==> src/rtl/color_tone_filter.sv <==
// Inline RGB565 tone filter for the camera write stream: 2-cycle pipeline with
// frame-boundary mode/strength latching, end-of-frame pulse and frame counter.
module color_tone_filter #(
  parameter int IMG_WIDTH  = 320,
  parameter int IMG_HEIGHT = 240,
  localparam int AW = $clog2(IMG_WIDTH*IMG_HEIGHT)
) (
  input  logic          clk,
  input  logic          reset,
  input  logic [2:0]    cfg_mode,
  input  logic [3:0]    cfg_strength,
  input  logic          we_in,
  input  logic [AW-1:0] wAddr_in,
  input  logic [15:0]   wData_in,
  output logic          we_out,
  output logic [AW-1:0] wAddr_out,
  output logic [15:0]   wData_out,
  output logic [2:0]    active_mode,
  output logic          frame_done,
  output logic [15:0]   frame_count
);

  localparam logic [AW-1:0] LAST_ADDR = AW'(IMG_WIDTH*IMG_HEIGHT-1);

  logic [2:0] mode_reg;
  logic [3:0] strength_reg;
  logic       frame_start;
  logic [2:0] mode_sel;
  logic [3:0] strength_sel;

  // The address-0 pixel must already see the new settings, so bypass the latch.
  assign frame_start  = we_in && (wAddr_in == '0);
  assign mode_sel     = frame_start ? cfg_mode : mode_reg;
  assign strength_sel = frame_start ? cfg_strength : strength_reg;

  always_ff @(posedge clk) begin
    if (reset) begin
      mode_reg     <= 3'd0;
      strength_reg <= 4'd0;
    end else if (frame_start) begin
      mode_reg     <= cfg_mode;
      strength_reg <= cfg_strength;
    end
  end

  assign active_mode = mode_reg;

  // Stage 1: capture pixel, settings and the three luma products.
  logic          s1_valid_reg;
  logic [AW-1:0] s1_addr_reg;
  logic [15:0]   s1_pix_reg;
  logic [2:0]    s1_mode_reg;
  logic [3:0]    s1_strength_reg;
  logic [12:0]   s1_yr_reg;
  logic [13:0]   s1_yg_reg;
  logic [10:0]   s1_yb_reg;

  logic [5:0] r6_in, b6_in;
  assign r6_in = {wData_in[15:11], wData_in[15]};
  assign b6_in = {wData_in[4:0], wData_in[4]};

  always_ff @(posedge clk) begin
    if (reset) begin
      s1_valid_reg    <= 1'b0;
      s1_addr_reg     <= '0;
      s1_pix_reg      <= 16'd0;
      s1_mode_reg     <= 3'd0;
      s1_strength_reg <= 4'd0;
      s1_yr_reg       <= 13'd0;
      s1_yg_reg       <= 14'd0;
      s1_yb_reg       <= 11'd0;
    end else begin
      s1_valid_reg <= we_in;
      if (we_in) begin
        s1_addr_reg     <= wAddr_in;
        s1_pix_reg      <= wData_in;
        s1_mode_reg     <= mode_sel;
        s1_strength_reg <= strength_sel;
        s1_yr_reg       <= {7'd0, r6_in} * 13'd77;
        s1_yg_reg       <= {8'd0, wData_in[10:5]} * 14'd150;
        s1_yb_reg       <= {5'd0, b6_in} * 11'd29;
      end
    end
  end

  // Stage 2: saturating tint on red (gi=0) and blue (gi=1), luma, mode mux.
  logic [4:0] ch_in  [2];
  logic [4:0] ch_add [2];
  logic [4:0] ch_sub [2];

  assign ch_in[0] = s1_pix_reg[15:11];
  assign ch_in[1] = s1_pix_reg[4:0];

  generate
    for (genvar gi = 0; gi < 2; gi++) begin : g_tint
      logic [5:0] sum_w;
      assign sum_w      = {1'b0, ch_in[gi]} + {2'b00, s1_strength_reg};
      assign ch_add[gi] = sum_w[5] ? 5'd31 : sum_w[4:0];
      assign ch_sub[gi] = ({1'b0, ch_in[gi]} >= {2'b00, s1_strength_reg})
                          ? (ch_in[gi] - {1'b0, s1_strength_reg}) : 5'd0;
    end
  endgenerate

  logic [13:0] y_sum;
  logic [5:0]  y;
  logic [15:0] pix_next;

  assign y_sum = {1'b0, s1_yr_reg} + s1_yg_reg + {3'd0, s1_yb_reg};
  assign y     = y_sum[13:8];

  always_comb begin
    pix_next = s1_pix_reg;
    case (s1_mode_reg)
      3'd1:    pix_next = {ch_sub[0], s1_pix_reg[10:5], ch_add[1]};
      3'd2:    pix_next = {ch_add[0], s1_pix_reg[10:5], ch_sub[1]};
      3'd3:    pix_next = {y[5:1], y, y[5:1]};
      3'd4:    pix_next = ~s1_pix_reg;
      default: pix_next = s1_pix_reg;
    endcase
  end

  logic          we_reg;
  logic [AW-1:0] addr_reg;
  logic [15:0]   data_reg;
  logic          frame_done_reg;
  logic [15:0]   frame_count_reg;
  logic          last_pix;

  assign last_pix = s1_valid_reg && (s1_addr_reg == LAST_ADDR);

  always_ff @(posedge clk) begin
    if (reset) begin
      we_reg          <= 1'b0;
      addr_reg        <= '0;
      data_reg        <= 16'd0;
      frame_done_reg  <= 1'b0;
      frame_count_reg <= 16'd0;
    end else begin
      we_reg         <= s1_valid_reg;
      frame_done_reg <= last_pix;
      if (last_pix) frame_count_reg <= frame_count_reg + 16'd1;
      if (s1_valid_reg) begin
        addr_reg <= s1_addr_reg;
        data_reg <= pix_next;
      end
    end
  end

  assign we_out      = we_reg;
  assign wAddr_out   = addr_reg;
  assign wData_out   = data_reg;
  assign frame_done  = frame_done_reg;
  assign frame_count = frame_count_reg;

endmodule

==> config.mk <==
export PLATFORM = sky130hd
export DESIGN_NAME = color_tone_filter
export DESIGN_NICKNAME = d
export VERILOG_FILES = /design/src/rtl/color_tone_filter.sv
export SDC_FILE = /design/constraint.sdc
export NUM_CORES = 1
export LEC_CHECK = 0
export CORE_MARGIN = 5
export CORE_UTILIZATION = 40
export CTS_CLUSTER_SIZE = 20
export DETAILED_ROUTE_END_ITERATION = 12
export SLEW_MARGIN = 20
export SYNTH_ARGS = -nofsm -noshare
export SYNTH_HDL_FRONTEND = slang
export SYNTH_SLANG_ARGS = --single-unit
==> constraint.sdc <==
create_clock -name clk -period 4.1 [get_ports clk]
set_input_delay 0.615 -clock clk [delete_from_list [all_inputs] [get_ports clk]]
set_output_delay 0.615 -clock clk [all_outputs]
set_load 0.02 [all_outputs]
==> run_results.csv <==
group,metric,value,unit
floorplanning,overall_die_width,155,microns
drt,drt-wirelength-per-cell,15.2,microns
logic_synthesis,syn-num-nets,1100,
cells_and_area,antenna_cells,0,
timing,fmax,0.279,GHz
drt,wirelength,19.9,mm
global_route,grt_start_max_net_pins,74,
timing,setup_tns_after_final_layout,0,ps
logic_synthesis,yosysUniqueCellTypes,60,
timing,relSlewSlack,30.1,%
cts,post_cts_setup_repair_bufs,0,
logic_synthesis,yosysTopAreaCellShare,31.1,%
global_route,vias_in_the_first_global_route,6693,
logic_synthesis,synth_edf_count,0,
drt,postRouteAntennaNets,0,
place,dp_hpwl,15.2,mm
worst_hold_path,min_delay_worst_endpoint,"wData_out[0]$_SDFFE_PP0P_",
drt,drc_errors,0,
cts,hold_buffers,0,
logic_synthesis,synth.area.top_cells,"dfxtp_1, ha_1, mux2i_1",
cts,clock_pin_slew_reported_for_the_worst_setup_and_hold_paths_after_clock_tree_synthesis,60,ps
drt,via_per_inst,5.11,
floorplanning,floorplan.initialDensity,40.4,%
global_route,grtUsageTotal,16.9,%
floorplanning,floorplan.die_area,24100,sq um
place,instance_area_at_placement,9750,sq um
timing,final_min_period_over_clock_period,87.6,%
cts,cts_resized,0,
critical_path,cp_cell_sequence,"clkdlybuf4s50_1 > ha_1 > ha_1 > inv_1 > fa_1 > inv_1 > ha_1 > inv_1 > fa_1 > nor2b_1 > o21ai_0 > a21boi_0 > o21a_1 > nor2_1 > nor4b_1 > a211o_1",
critical_path,worst_r2r_startpoint,"s1_yr_reg[6]$_SDFFE_PP0P_",
critical_path,critical_path_peak_fanout,4,
worst_hold_path,timing.hold.worst.start,"wData_out[0]$_SDFFE_PP0P_",
cells_and_area,final_area,10300,sq um
global_route,antenna_violations_before_repair,0,
place,port-buffer-count,96,
critical_path,end_kind,"flip-flop",
cells_and_area,area_growth_syn_to_layout,22.2,%
cts,clk_root_buffer_cell,"clkbuf_16",
logic_synthesis,synth.largest_area_cell,"dfxtp_1",
logic_synthesis,synth_flop_cell,"dfxtp_1",
global_route,grt_pass1_wl,33.1,mm
timing,fin_skew,9.33,ps
cts,clock_tree_from_tritoncts,"done",
floorplanning,placementRows,53,
timing,drv_slew,0,
worst_hold_path,timing.hold.worst_path_depth,2,
cts,tritoncts_sink_count,131,
critical_path,worstPathArrival,3960,ps
floorplanning,die_h,155,microns
logic_synthesis,synth_area,8440,sq um
drt,via_count,6715,
cells_and_area,layout.filler_cells,2015,
place,routabilityCongestion,0.805,
logic_synthesis,ys_seq_area_share,31.1,%
power,max-vdd-ir-drop,193,uV
critical_path,critPathMaxStageDelay,470,ps
logic_synthesis,async_reset_ff_share,0,%
logic_synthesis,synthesis.yosys.warnings,0,
cells_and_area,layout-drive-gt1-share,6.65,%
critical_path,critPathSlowestCell,"clkdlybuf4s50_1",
global_route,global_route.overflow_total,0,
logic_synthesis,post-synth-top-count-cell,"nor2_1",
cts,clock_insertion_delay_at_the_later_pin_of_the_skew_report,430,ps
flow_run,max_cap_viols,0,
cts,tritoncts.num_buffers,17,
floorplanning,i_o_pin_cnt,97,
cts,htreeDepth,4,
power,power_leakage,4.48,nW
floorplanning,core-area,20900,sq um
critical_path,cp.required,4470,ps
logic_synthesis,post_synth_most_frequent_cells,"nor2_1, dfxtp_1, ha_1",
logic_synthesis,ys_ff_latch,131,
power,total_power_consumption,4.03,mW
cells_and_area,finish.net_count,1198,
timing,rsz0062_at_grt,"no",
critical_path,critical_path_class,"input port to flip-flop",
worst_hold_path,min-delay-path-class,"flip-flop to flip-flop",
drt,drt_pre_antenna_iters,5,
logic_synthesis,syn_inst_count,927,
timing,timing.final.crit_period,3590,ps
critical_path,timing.reg2reg.worst_path_depth,9,
critical_path,setup.worst_path.start_class,"input port",
timing,timing.final.setup_violations,0,
cells_and_area,utilization,49.4,%
power,power.density,390,nW/um^2
critical_path,regToRegEndpoint,"wData_out[15]$_SDFFE_PP0P_",
run_status,outcome,"finished clean",
drt,initialDrtViolationCount,271,
logic_synthesis,post_synth.cell_area_avg,9.10,sq um
timing,max_slew.worst_pin.slew,1050,ps
timing,final-hold-violation-count,0,
critical_path,r2r_setup_slack,940,ps
cts,cts.path.max_buffers,2,
[cells by family after synthesis]
logic type	after synthesis	share of synthesized area, %
and+or+nand+nor	264	14.6
AOI/OAI and AO/OA	156	12.2
DFF	131	31.1
adders and majority gates	130	22.0
buffers and inverters	116	5.37
muxes	83	9.85
xor gates and xnor gates	47	4.88
[cells in the final DEF (no fill, tap or decap), drive strengths merged, types with 4 or more instances in the layout]
| master | count |
|---|---|
| a2111oi | 5 |
| a211oi | 21 |
| a21o | 15 |
| a21oi | 36 |
| a311oi | 7 |
| a31oi | 6 |
| and2 | 4 |
| buf | 26 |
| clkbuf | 19 |
| clkdlybuf4s50 | 94 |
| clkinv | 5 |
| dfxtp | 131 |
| fa | 31 |
| ha | 99 |
| inv | 82 |
| mux2i | 83 |
| nand2 | 31 |
| nand3 | 14 |
| nand4 | 8 |
| nor2 | 159 |
| nor2b | 6 |
| nor3 | 11 |
| nor4 | 8 |
| o21ai | 30 |
| o21bai | 5 |
| o22ai | 4 |
| o31ai | 4 |
| or3 | 5 |
| xnor2 | 32 |
| xor2 | 15 |
[layout make-up]
cell class | count | area, sq um | area share (%)
Sequential cell | 131 | 2620 | 25.4
Clock buffer | 19 | 453 | 4.39
Inverter | 75 | 282 | 2.73
Clock inverter | 13 | 114 | 1.10
Tap cell | 275 | 344 | 3.34
Timing Repair Buffer | 120 | 1140 | 11.0
Multi-Input combinational cell | 680 | 5360 | 52.0
[metal layers]
layer,vias to the layer above,wire length (microns),track usage [%]
met5,-,0,0
met4,0,465,6.21
met3,35,955,3.84
met2,129,9030,27.0
met1,3130,9490,22.3
li1,3421,-,-
[critical path: cells and delay by family]
family	cells	cell delay [ps]
compound gates	4	640
fa+ha+maj	5	1630
buf+inv	4	650
simple gates	3	420
[through the flow]
step	std cells	hold slack, ps	worst slack, ps
3_3_place_gp	1281	467	162
4_1_cts	1313	484	523
3_5_place_dp	1281	471	77.2
6_report	1313	475	510
5_1_grt	1313	496	194
2_1_floorplan	927	456	744
[worst max path at each step]
stage | endpoint | slack, ps | start | depth (start not counted)
2_1_floorplan | s1_yg_reg[12]$_SDFFE_PP0P_ | 740 | wData_in[8] | 11
3_3_place_gp | s1_yr_reg[10]$_SDFFE_PP0P_ | 160 | wData_in[11] | 16
3_5_place_dp | s1_yr_reg[10]$_SDFFE_PP0P_ | 80 | wData_in[11] | 16
4_1_cts | s1_yr_reg[10]$_SDFFE_PP0P_ | 520 | wData_in[11] | 16
5_1_grt | s1_yr_reg[11]$_SDFFE_PP0P_ | 190 | wData_in[13] | 14
6_report | s1_yr_reg[10]$_SDFFE_PP0P_ | 510 | wData_in[11] | 16
[report_power, final]
group / internal (mW) / switching [mW]
combinational: 0.516 / 0.597
clock: 0.825 / 0.636
sequential: 1.37 / 0.0883
total: 2.71 / 1.32
Power figures use the tool's default switching activity.
